File: src/rtl/aes_pkg.sv
// Shared definitions for the AES round stages: block width and block/key type.
package aes_pkg;

    localparam int AES_BLOCK_W = 128;

    typedef logic [AES_BLOCK_W-1:0] aes_block_t;

    function automatic aes_block_t add_round_key(input aes_block_t state, input aes_block_t key);
        return state ^ key;
    endfunction

endpackage

File: src/rtl/add_round_key_stream_if.sv
// Data, round-key and output channels of the AddRoundKey stream stage.
interface add_round_key_stream_if #(
    parameter int DATA_W    = 128,
    parameter int KEY_DEPTH = 4,
    parameter int TAG_W     = 4
);
    localparam int CNT_W = $clog2(KEY_DEPTH) + 1;

    logic              data_valid_in;
    logic              data_ready_out;
    logic [DATA_W-1:0] data_in;
    logic [TAG_W-1:0]  tag_in;
    logic              key_hold_in;
    logic              key_valid_in;
    logic              key_ready_out;
    logic [DATA_W-1:0] round_key;
    logic              valid_out;
    logic              ready_in;
    logic [DATA_W-1:0] data_out;
    logic [TAG_W-1:0]  tag_out;
    logic [CNT_W-1:0]  key_count;

    modport master (
        output data_valid_in, data_in, tag_in, key_hold_in,
        output key_valid_in, round_key, ready_in,
        input  data_ready_out, key_ready_out, valid_out, data_out, tag_out, key_count
    );

    modport slave (
        input  data_valid_in, data_in, tag_in, key_hold_in,
        input  key_valid_in, round_key, ready_in,
        output data_ready_out, key_ready_out, valid_out, data_out, tag_out, key_count
    );

endinterface

File: src/rtl/add_round_key_stream_key_fifo.sv
// Round-key FIFO: power-of-two depth, wrap-around pointers, synchronous flush.
module ark_key_fifo #(
    parameter  int DATA_W    = 128,
    parameter  int KEY_DEPTH = 4,
    localparam int AW        = $clog2(KEY_DEPTH),
    localparam int CW        = AW + 1
) (
    input  logic              clk,
    input  logic              reset,
    input  logic              flush,
    input  logic              push,
    input  logic              pop,
    input  logic [DATA_W-1:0] wdata,
    output logic [DATA_W-1:0] rdata,
    output logic [CW-1:0]     count,
    output logic              full,
    output logic              empty
);

    logic [DATA_W-1:0] mem_q [KEY_DEPTH];
    logic [DATA_W-1:0] mem_d [KEY_DEPTH];
    logic [AW-1:0]     wr_ptr_q, wr_ptr_d;
    logic [AW-1:0]     rd_ptr_q, rd_ptr_d;
    logic [CW-1:0]     count_q, count_d;
    logic              do_push_s;
    logic              do_pop_s;

    assign full      = (count_q == CW'(KEY_DEPTH));
    assign empty     = (count_q == CW'(0));
    assign count     = count_q;
    assign rdata     = mem_q[rd_ptr_q];
    assign do_push_s = push & ~full;
    assign do_pop_s  = pop & ~empty;

    // Next-state pointers, occupancy and storage; flush overrides push and pop.
    always_comb begin
        mem_d    = mem_q;
        wr_ptr_d = wr_ptr_q;
        rd_ptr_d = rd_ptr_q;
        count_d  = count_q;
        if (flush) begin
            wr_ptr_d = AW'(0);
            rd_ptr_d = AW'(0);
            count_d  = CW'(0);
        end else begin
            if (do_push_s) begin
                mem_d[wr_ptr_q] = wdata;
                wr_ptr_d        = wr_ptr_q + AW'(1);
            end else begin
                wr_ptr_d = wr_ptr_q;
            end
            if (do_pop_s) begin
                rd_ptr_d = rd_ptr_q + AW'(1);
            end else begin
                rd_ptr_d = rd_ptr_q;
            end
            case ({do_push_s, do_pop_s})
                2'b10:   count_d = count_q + CW'(1);
                2'b01:   count_d = count_q - CW'(1);
                default: count_d = count_q;
            endcase
        end
    end

    // Control state registers.
    always_ff @(posedge clk or posedge reset) begin
        if (reset) begin
            wr_ptr_q <= AW'(0);
            rd_ptr_q <= AW'(0);
            count_q  <= CW'(0);
        end else begin
            wr_ptr_q <= wr_ptr_d;
            rd_ptr_q <= rd_ptr_d;
            count_q  <= count_d;
        end
    end

    // Key storage; contents are only meaningful below count, so no reset.
    always_ff @(posedge clk) begin
        mem_q <= mem_d;
    end

endmodule

File: src/rtl/add_round_key_stream.sv
// Streaming AddRoundKey: buffered round keys XORed into data blocks, registered output.
module add_round_key_stream
    import aes_pkg::*;
#(
    parameter int DATA_W    = AES_BLOCK_W,
    parameter int KEY_DEPTH = 4,
    parameter int TAG_W     = 4
) (
    input  logic                   clk,
    input  logic                   reset,
    input  logic                   flush,
    add_round_key_stream_if.slave  bus
);

    localparam int CNT_W = $clog2(KEY_DEPTH) + 1;

    logic [DATA_W-1:0] head_key_s;
    logic [CNT_W-1:0]  key_count_s;
    logic              fifo_full_s;
    logic              fifo_empty_s;
    logic              out_free_s;
    logic              data_ready_s;
    logic              accept_s;
    logic              key_push_s;
    logic              key_pop_s;

    logic              valid_q, valid_d;
    logic [DATA_W-1:0] data_q, data_d;
    logic [TAG_W-1:0]  tag_q, tag_d;

    // Readiness depends on registered state only, so a key landing this cycle cannot serve data.
    assign out_free_s   = ~valid_q | bus.ready_in;
    assign data_ready_s = ~fifo_empty_s & out_free_s;
    assign accept_s     = bus.data_valid_in & data_ready_s;
    assign key_pop_s    = accept_s & ~bus.key_hold_in;
    assign key_push_s   = bus.key_valid_in & ~fifo_full_s;

    ark_key_fifo #(
        .DATA_W    (DATA_W),
        .KEY_DEPTH (KEY_DEPTH)
    ) u_key_fifo (
        .clk   (clk),
        .reset (reset),
        .flush (flush),
        .push  (key_push_s),
        .pop   (key_pop_s),
        .wdata (bus.round_key),
        .rdata (head_key_s),
        .count (key_count_s),
        .full  (fifo_full_s),
        .empty (fifo_empty_s)
    );

    // Output stage next state; flush drops the pending beat but leaves data/tag untouched.
    always_comb begin
        valid_d = valid_q;
        data_d  = data_q;
        tag_d   = tag_q;
        if (flush) begin
            valid_d = 1'b0;
        end else if (accept_s) begin
            valid_d = 1'b1;
            data_d  = bus.data_in ^ head_key_s;
            tag_d   = bus.tag_in;
        end else if (bus.ready_in) begin
            valid_d = 1'b0;
        end else begin
            valid_d = valid_q;
        end
    end

    // Output registers.
    always_ff @(posedge clk or posedge reset) begin
        if (reset) begin
            valid_q <= 1'b0;
            data_q  <= {DATA_W{1'b0}};
            tag_q   <= {TAG_W{1'b0}};
        end else begin
            valid_q <= valid_d;
            data_q  <= data_d;
            tag_q   <= tag_d;
        end
    end

    assign bus.data_ready_out = data_ready_s;
    assign bus.key_ready_out  = ~fifo_full_s;
    assign bus.valid_out      = valid_q;
    assign bus.data_out       = data_q;
    assign bus.tag_out        = tag_q;
    assign bus.key_count      = key_count_s;

endmodule
File: src/flat_wrapper.sv
// flat-port wrapper written by rule: the top's interface ports become plain ports
module add_round_key_stream_flat import aes_pkg::*;
#(
    parameter int DATA_W    = AES_BLOCK_W,
    parameter int KEY_DEPTH = 4,
    parameter int TAG_W     = 4
)
  (clk, reset, flush, bus_data_valid_in, bus_data_in, bus_tag_in, bus_key_hold_in, bus_key_valid_in, bus_round_key, bus_ready_in, bus_data_ready_out, bus_key_ready_out, bus_valid_out, bus_data_out, bus_tag_out, bus_key_count);
  add_round_key_stream_if #(.DATA_W(DATA_W), .KEY_DEPTH(KEY_DEPTH), .TAG_W(TAG_W)) bus_i ();
  input  logic clk;
  input  logic reset;
  input  logic flush;
  input wire logic [$bits(bus_i.data_valid_in)-1:0] bus_data_valid_in;
  input wire logic [$bits(bus_i.data_in)-1:0] bus_data_in;
  input wire logic [$bits(bus_i.tag_in)-1:0] bus_tag_in;
  input wire logic [$bits(bus_i.key_hold_in)-1:0] bus_key_hold_in;
  input wire logic [$bits(bus_i.key_valid_in)-1:0] bus_key_valid_in;
  input wire logic [$bits(bus_i.round_key)-1:0] bus_round_key;
  input wire logic [$bits(bus_i.ready_in)-1:0] bus_ready_in;
  output wire logic [$bits(bus_i.data_ready_out)-1:0] bus_data_ready_out;
  output wire logic [$bits(bus_i.key_ready_out)-1:0] bus_key_ready_out;
  output wire logic [$bits(bus_i.valid_out)-1:0] bus_valid_out;
  output wire logic [$bits(bus_i.data_out)-1:0] bus_data_out;
  output wire logic [$bits(bus_i.tag_out)-1:0] bus_tag_out;
  output wire logic [$bits(bus_i.key_count)-1:0] bus_key_count;
  assign bus_i.data_valid_in = bus_data_valid_in;
  assign bus_i.data_in = bus_data_in;
  assign bus_i.tag_in = bus_tag_in;
  assign bus_i.key_hold_in = bus_key_hold_in;
  assign bus_i.key_valid_in = bus_key_valid_in;
  assign bus_i.round_key = bus_round_key;
  assign bus_i.ready_in = bus_ready_in;
  assign bus_data_ready_out = bus_i.data_ready_out;
  assign bus_key_ready_out = bus_i.key_ready_out;
  assign bus_valid_out = bus_i.valid_out;
  assign bus_data_out = bus_i.data_out;
  assign bus_tag_out = bus_i.tag_out;
  assign bus_key_count = bus_i.key_count;
  add_round_key_stream #(.DATA_W(DATA_W), .KEY_DEPTH(KEY_DEPTH), .TAG_W(TAG_W)) u_core (.clk(clk), .reset(reset), .flush(flush), .bus(bus_i));
endmodule
File: config.mk
export PLATFORM = sky130hd
export DESIGN_NAME = add_round_key_stream_flat
export DESIGN_NICKNAME = d
export VERILOG_FILES = /design/src/rtl/aes_pkg.sv /design/src/rtl/add_round_key_stream_if.sv /design/src/rtl/add_round_key_stream_key_fifo.sv /design/src/rtl/add_round_key_stream.sv /design/src/flat_wrapper.sv
export SDC_FILE = /design/constraint.sdc
export NUM_CORES = 1
export LEC_CHECK = 0
export ABC_AREA = 1
export CORE_MARGIN = 3
export CORE_UTILIZATION = 55
export DETAILED_ROUTE_END_ITERATION = 7
export PLACE_DENSITY_LB_ADDON = 0.1
export SLEW_MARGIN = 20
export SYNTH_ARGS = -nofsm -noshare
export SYNTH_HDL_FRONTEND = slang
export SYNTH_SLANG_ARGS = --single-unit
File: constraint.sdc
create_clock -name clk -period 10.4 [get_ports clk]
set_clock_uncertainty 0.15 [all_clocks]
set_input_delay 1.56 -clock clk [delete_from_list [all_inputs] [get_ports clk]]
set_output_delay 1.56 -clock clk [all_outputs]
set_load 0.01 [all_outputs]
==> results of run 1 <==
cell families (layout without fill, tap and decap cells):
logic type,after synthesis,in the layout,synth area share (%)
and+or+nand+nor,1073,1073,17.0
adders and majority gates,5,5,0.272
AOI/OAI and AO/OA,135,135,2.63
buffers and inverters,131,561,2.57
DFF,652,652,73.2
xor gates and xnor gates,129,129,4.38
other,0,15,0
per-layer routing:
metal	vias up	GRT usage [%]	wire [um]
li1	8028	-	-
met1	8094	30.9	24300
met2	456	38.7	29100
met3	103	5.42	3670
met4	10	8.26	1490
met5	-	0	67
per-stage QoR:
| step | hold slack, ps | total power (uW) | worst slack [ps] | std cells |
|---|---|---|---|---|
| global route | 348 | 7720 | 5380 | 3162 |
| finish | 324 | 7350 | 5610 | 3170 |
| CTS | 323 | 7420 | 5570 | 3154 |
| detailed placement | 308 | 5110 | 4960 | 3032 |
| global placement | 305 | 5050 | 5020 | 3032 |
| floorplan | 356 | 4270 | 2400 | 2125 |
critical path, delay by kind of cell:
family                 cells  cell delay [ps]
AND/OR/NAND/NOR            2              860
buffers and inverters      4             2290
placed cells by master, fill, tap and decap left out, types with 8 or more instances in the layout:
cell / n
clkdlybuf4s50_1: 404
nand2_1: 799
inv_1: 13
o21ai_1: 128
clkinv_2: 14
diode_2: 15
xor2_1: 128
clkbuf_16: 71
nand3_1: 256
buf_4: 16
nor2_1: 8
clkbuf_1: 19
clkinv_1: 9
edfxtp_1: 512
dfrtp_1: 138
registers in the layout (all words and copies together) (netlist names):
register / count
u_core.bus.tag_out: 4
u_core.bus.data_out: 128
u_core.u_key_fifo.count: 3
u_core.u_key_fifo.wr_ptr_q: 2
u_core.u_key_fifo.rd_ptr_q: 2
u_core.bus.valid_out: 1
u_core.u_key_fifo.mem_q: 512
layout make-up:
type                       instances  area share (%)
inverter                          18           0.270
clock buffer                      94            5.88
timing repair buffer             421            12.9
clock inverter                    28           0.719
antenna                           15           0.116
tap                              600            2.32
multi-input combinational       1342            19.4
sequential                       652            58.3
power by group:
| part | leakage (uW) | internal [uW] | switching, uW |
|---|---|---|---|
| Clock | 0.00106 | 1380 | 933 |
| Sequential | 0.00640 | 3180 | 175 |
| Combinational | 0.00505 | 798 | 892 |
| Total | 0.0125 | 5350 | 2000 |
worst paths after layout:
| check | to | slack, ps | cells after the start |
|---|---|---|---|
| max in group asynchronous | u_core.bus.data_out[15] | 7370 | 3 |
| hold reg to reg | u_core.bus.tag_out[0] | 320 | 2 |
| setup / recovery | u_core.u_key_fifo.mem_q[274] | 5610 | 6 |
| hold / removal | u_core.bus.tag_out[0] | 320 | 2 |
| min in group asynchronous | u_core.u_key_fifo.rd_ptr_q[0] | 1370 | 2 |
| setup reg to reg | u_core.u_key_fifo.mem_q[274] | 6560 | 8 |
==> impl_metrics.tcl, run 1 <==
set metrics [dict create \
    ff_latch_area_um2 18900 \
    ys_seq_elements 652 \
    cp_cell_sequence "clkdlybuf4s50_1, nor2_1, inv_1, nor2_4, buf_4, buf_4" \
    hpwl_um 36100 \
    wl_um 58600 \
    cp-start-kind "input port" \
    hold_buffers 0 \
    clock-root-buffer "clkbuf_16" \
    gr-total-overflow 0 \
    ir_drop_v 0.000197 \
    p_per_area_nw_per_um2 227 \
    power_leakage_uw 0.0125 \
    fmax_ghz 0.209 \
    finalSetupViolations 0 \
    start_util_pct 56.3 \
    r2r_start "u_core.u_key_fifo.count[0]" \
    synth_edf_count 512 \
    drt_iter0_drc 1241 \
    cp_slowest_stage_delay_ps 880 \
    die_area_um2 49600 \
    std_cell_rows 78 \
    top_level_ports 405 \
    synth_area_leaders "edfxtp_1 (60%), dfrtp_1 (14%), nand2_1 (12%)" \
    place_area_um2 30200 \
    hold_viol_final 0 \
    fin_nets 2774 \
    grt_max_degree 163 \
    first_pass_iters 6 \
    cts_buffers 67 \
    syn_area_per_cell_um2 12.1 \
    syn_area_um2 25800 \
    status "finished clean" \
    cts_setup_buffers 0 \
    grt_pass1_vias 16600 \
    min_period_over_period_pct 46.0 \
    cts_max_level 3 \
    hold_class "register to register" \
    grt_setup_unrepaired "no" \
    yosysWarnings 0 \
    yosysSeqAreaShare_pct 73.2 \
    synth_nets 2397 \
    ys.flop_type "edfxtp_1" \
    multi_input_area_um2 6300 \
    drc_errors 0 \
    final_area_um2 32400 \
    antenna_found_initial 15 \
    post_cts_resize_count 0 \
    arrival_ps 4820 \
    cts_max_path_buffers 3 \
    tns_ps 0 \
    cts.clk_slew.worst_paths_ps 60 \
    post-route-min-period_ps 4790 \
    synth_top_area_share_pct 59.6 \
    required_ps 10430 \
    port_buffers 404 \
    gp_congestion 0.787 \
    cpMostUsedCell "buf_4" \
    fillers 3236 \
    syn_inst 2125 \
    slew_violations 0 \
    yosysTopAreaCell "edfxtp_1" \
    drv_cap 0 \
    worst_pin_slew_ps 1040 \
    utilization_pct 70.6 \
    area_growth_pct 25.5 \
    cp-end-kind "register" \
    synthArstFlopShare_pct 21.5 \
    fp.dieW_um 223 \
    crit_start "flush" \
    via_count 16700 \
    vias_per_cell 5.27 \
    grt_use_total_pct 23.4 \
    ys_types 27 \
    grt_pass1_wl_um 91100 \
    die_h_um 223 \
    cts_tree "done" \
    cts.sinks 652 \
    relSlewSlack_pct 30.4 \
    worstHoldStart "u_core.bus.tag_out[0]" \
    ys_top_cells_by_count "nand2_1 (799), edfxtp_1 (512), nand3_1 (256)" \
    worstSetupPathType "input port to register" \
    clock_latency_ps 570 \
    crit_path_max_fanout 70 \
    critPathSlowestCell "buf_4" \
    synthMostInstantiatedCell "nand2_1" \
    wire_per_inst_um 18.5 \
    drtAntennaViolNets 0 \
    drive_gt1_share_pct 4.93 \
    core_area_um2 45900 \
]
Note: power is estimated with default switching activity, not from simulation.
==> inputs of run 2 (changes only) <==
--- a/config.mk
+++ b/config.mk
@@ -7,7 +7,7 @@
 export LEC_CHECK = 0
 export ABC_AREA = 1
 export CORE_MARGIN = 3
-export CORE_UTILIZATION = 55
+export CORE_UTILIZATION = 54
 export DETAILED_ROUTE_END_ITERATION = 7
 export PLACE_DENSITY_LB_ADDON = 0.1
 export SLEW_MARGIN = 20
==> constraint.sdc (replaced) <==
create_clock -name clk -period 4.7 [get_ports clk]
set_clock_uncertainty 0.15 [all_clocks]
set_input_delay 0.705 -clock clk [delete_from_list [all_inputs] [get_ports clk]]
set_output_delay 0.705 -clock clk [all_outputs]
set_load 0.01 [all_outputs]
==> run 2 against run 1 <==
Effect of this change: wire length increased by 1.8%; sequential power up 120%; sequential share of layout area fell by 0.49 points; critical path depth fell by 1; worst setup slack got worse by 3900 ps; cell count hardly changed; critical path type is now input port to primary output; highest routed layer unchanged.
==> impl_metrics.tcl, run 2 (synthesis gave the netlist of run 1 again) <==
set metrics [dict create \
    status "finished clean" \
    relSlewSlack_pct 33.0 \
    required_ps 3850 \
    place_area_um2 30400 \
    cts_max_level 3 \
    via_count 16600 \
    min_period_over_period_pct 62.7 \
    worst_pin_slew_ps 1000 \
    die_area_um2 50400 \
    top_level_ports 405 \
    post_cts_resize_count 0 \
    largest_register "u_core.u_key_fifo.mem_q" \
    place_ws_ps 1470 \
    ff_latch_area_um2 18900 \
    cts_setup_buffers 0 \
    antenna_found_initial 10 \
    clock-root-buffer "clkbuf_16" \
    final_cell_mix "nand2_1 (799), edfxtp_1 (512), clkdlybuf4s50_1 (404)" \
    setup_ws_ps 1750 \
    port_buffers 404 \
    final_area_um2 32700 \
    final_common_cell "nand2_1" \
    grt_pass1_wl_um 91600 \
    fillers 3321 \
    power.total_uw 16600 \
    area_growth_pct 26.6 \
    wl_um 59600 \
    utilization_pct 69.7 \
    grt_setup_unrepaired "no" \
    grt_use_total_pct 23.6 \
    die_h_um 225 \
    multi_input_area_um2 6300 \
    first_pass_iters 5 \
    crit_path_max_fanout 4 \
    slew_violations 0 \
    grt_max_degree 166 \
    drive_gt1_share_pct 5.08 \
    cts.clk_slew.worst_paths_ps 60 \
    power_leakage_uw 0.0126 \
    fp.dieW_um 225 \
    start_util_pct 55.1 \
    drt_iter0_drc 1206 \
    vias_per_cell 5.23 \
    hold_buffers 0 \
    drv_cap 0 \
    drc_errors 0 \
    drtAntennaViolNets 0 \
    largest_reg_flops 512 \
    arrival_ps 2090 \
    gp_congestion 0.778 \
    core_area_um2 46900 \
    cts_buffers 69 \
    ir_drop_v 0.000321 \
    cts_max_path_buffers 3 \
    grt_pass1_vias 16400 \
    cp-end-kind "primary output" \
    hold_class "register to register" \
    cts_tree "done" \
    clock_latency_ps 580 \
    p_per_area_nw_per_um2 508 \
    hpwl_um 36200 \
    wire_per_inst_um 18.8 \
    hold_viol_final 0 \
    post-route-min-period_ps 2950 \
    gr-total-overflow 0 \
    fin_nets 2780 \
    cp-start-kind "input port" \
    hold_ws_ps 317 \
    fmax_ghz 0.340 \
    std_cell_rows 79 \
    worstSetupPathType "input port to primary output" \
    finalSetupViolations 0 \
    cts.sinks 652 \
]
-- run 2: changes by cell type in the layout (fill, tap and decap cells not counted), moves of 2 or more --
cell and delta:
diode_2 -10, clkbuf_8 +3, clkinv_2 -8, clkbuf_1 +5, clkbuf_16 +4, clkinv_1 -3, inv_8 +2, buf_4 -6
buf_12 +11
-- run 2: critical path: stages --
cell and delay (ps):
clkdlybuf4s50_1 460, inv_1 50, nand2_1 160, and2_1 160
clkdlybuf4s50_1 550
-- run 2: final timing paths --
check                                              startpoint                       endpoint  slack (ps)  depth (start not counted)
worst min register to register          u_core.bus.tag_out[1]          u_core.bus.tag_out[1]         320                          2
max in group asynchronous                               reset  u_core.u_key_fifo.rd_ptr_q[0]        3110                          3
worst min-delay path                    u_core.bus.tag_out[1]          u_core.bus.tag_out[1]         320                          2
worst max-delay path                             bus_ready_in             bus_data_ready_out        1750                          5
min in group asynchronous                               reset        u_core.bus.data_out[14]         490                          2
worst max register to register  u_core.u_key_fifo.rd_ptr_q[0]        u_core.bus.data_out[91]        1870                          7
-- run 2: layer usage --
metal / track usage, % / routed length (um) / up-vias
met5: 0 / 81 / -
met1: 31.2 / 25000 / 7994
li1: - / - / 8023
met4: 7.38 / 1240 / 10
met2: 39.5 / 29600 / 465
met3: 4.99 / 3720 / 99
-- run 2: power by group --
part           switching, uW  internal [uW]  leakage [uW]  total, uW
combinational           1990           1790       0.00510       3780
clock                   2110           3300       0.00111       5400
sequential               390           7030       0.00640       7420
total                   4490          12100        0.0126      16600
-- run 2: area by class of cell --
cell class | count | share of cell area [%]
sequential | 652 | 57.8
multi-input combinational | 1342 | 19.3
timing repair buffer | 425 | 13.3
clock buffer | 106 | 6.32
tap | 607 | 2.33
clock inverter | 18 | 0.655
inverter | 18 | 0.276
antenna | 5 | 0.0383
-- run 2: per-stage QoR --
stage / cells / TNS (ps)
after global routing: 3171 / 0
final: 3173 / 0
after floorplan: 2125 / -160890
after CTS: 3168 / 0
after detailed placement: 3044 / 0
after global placement: 3044 / 0
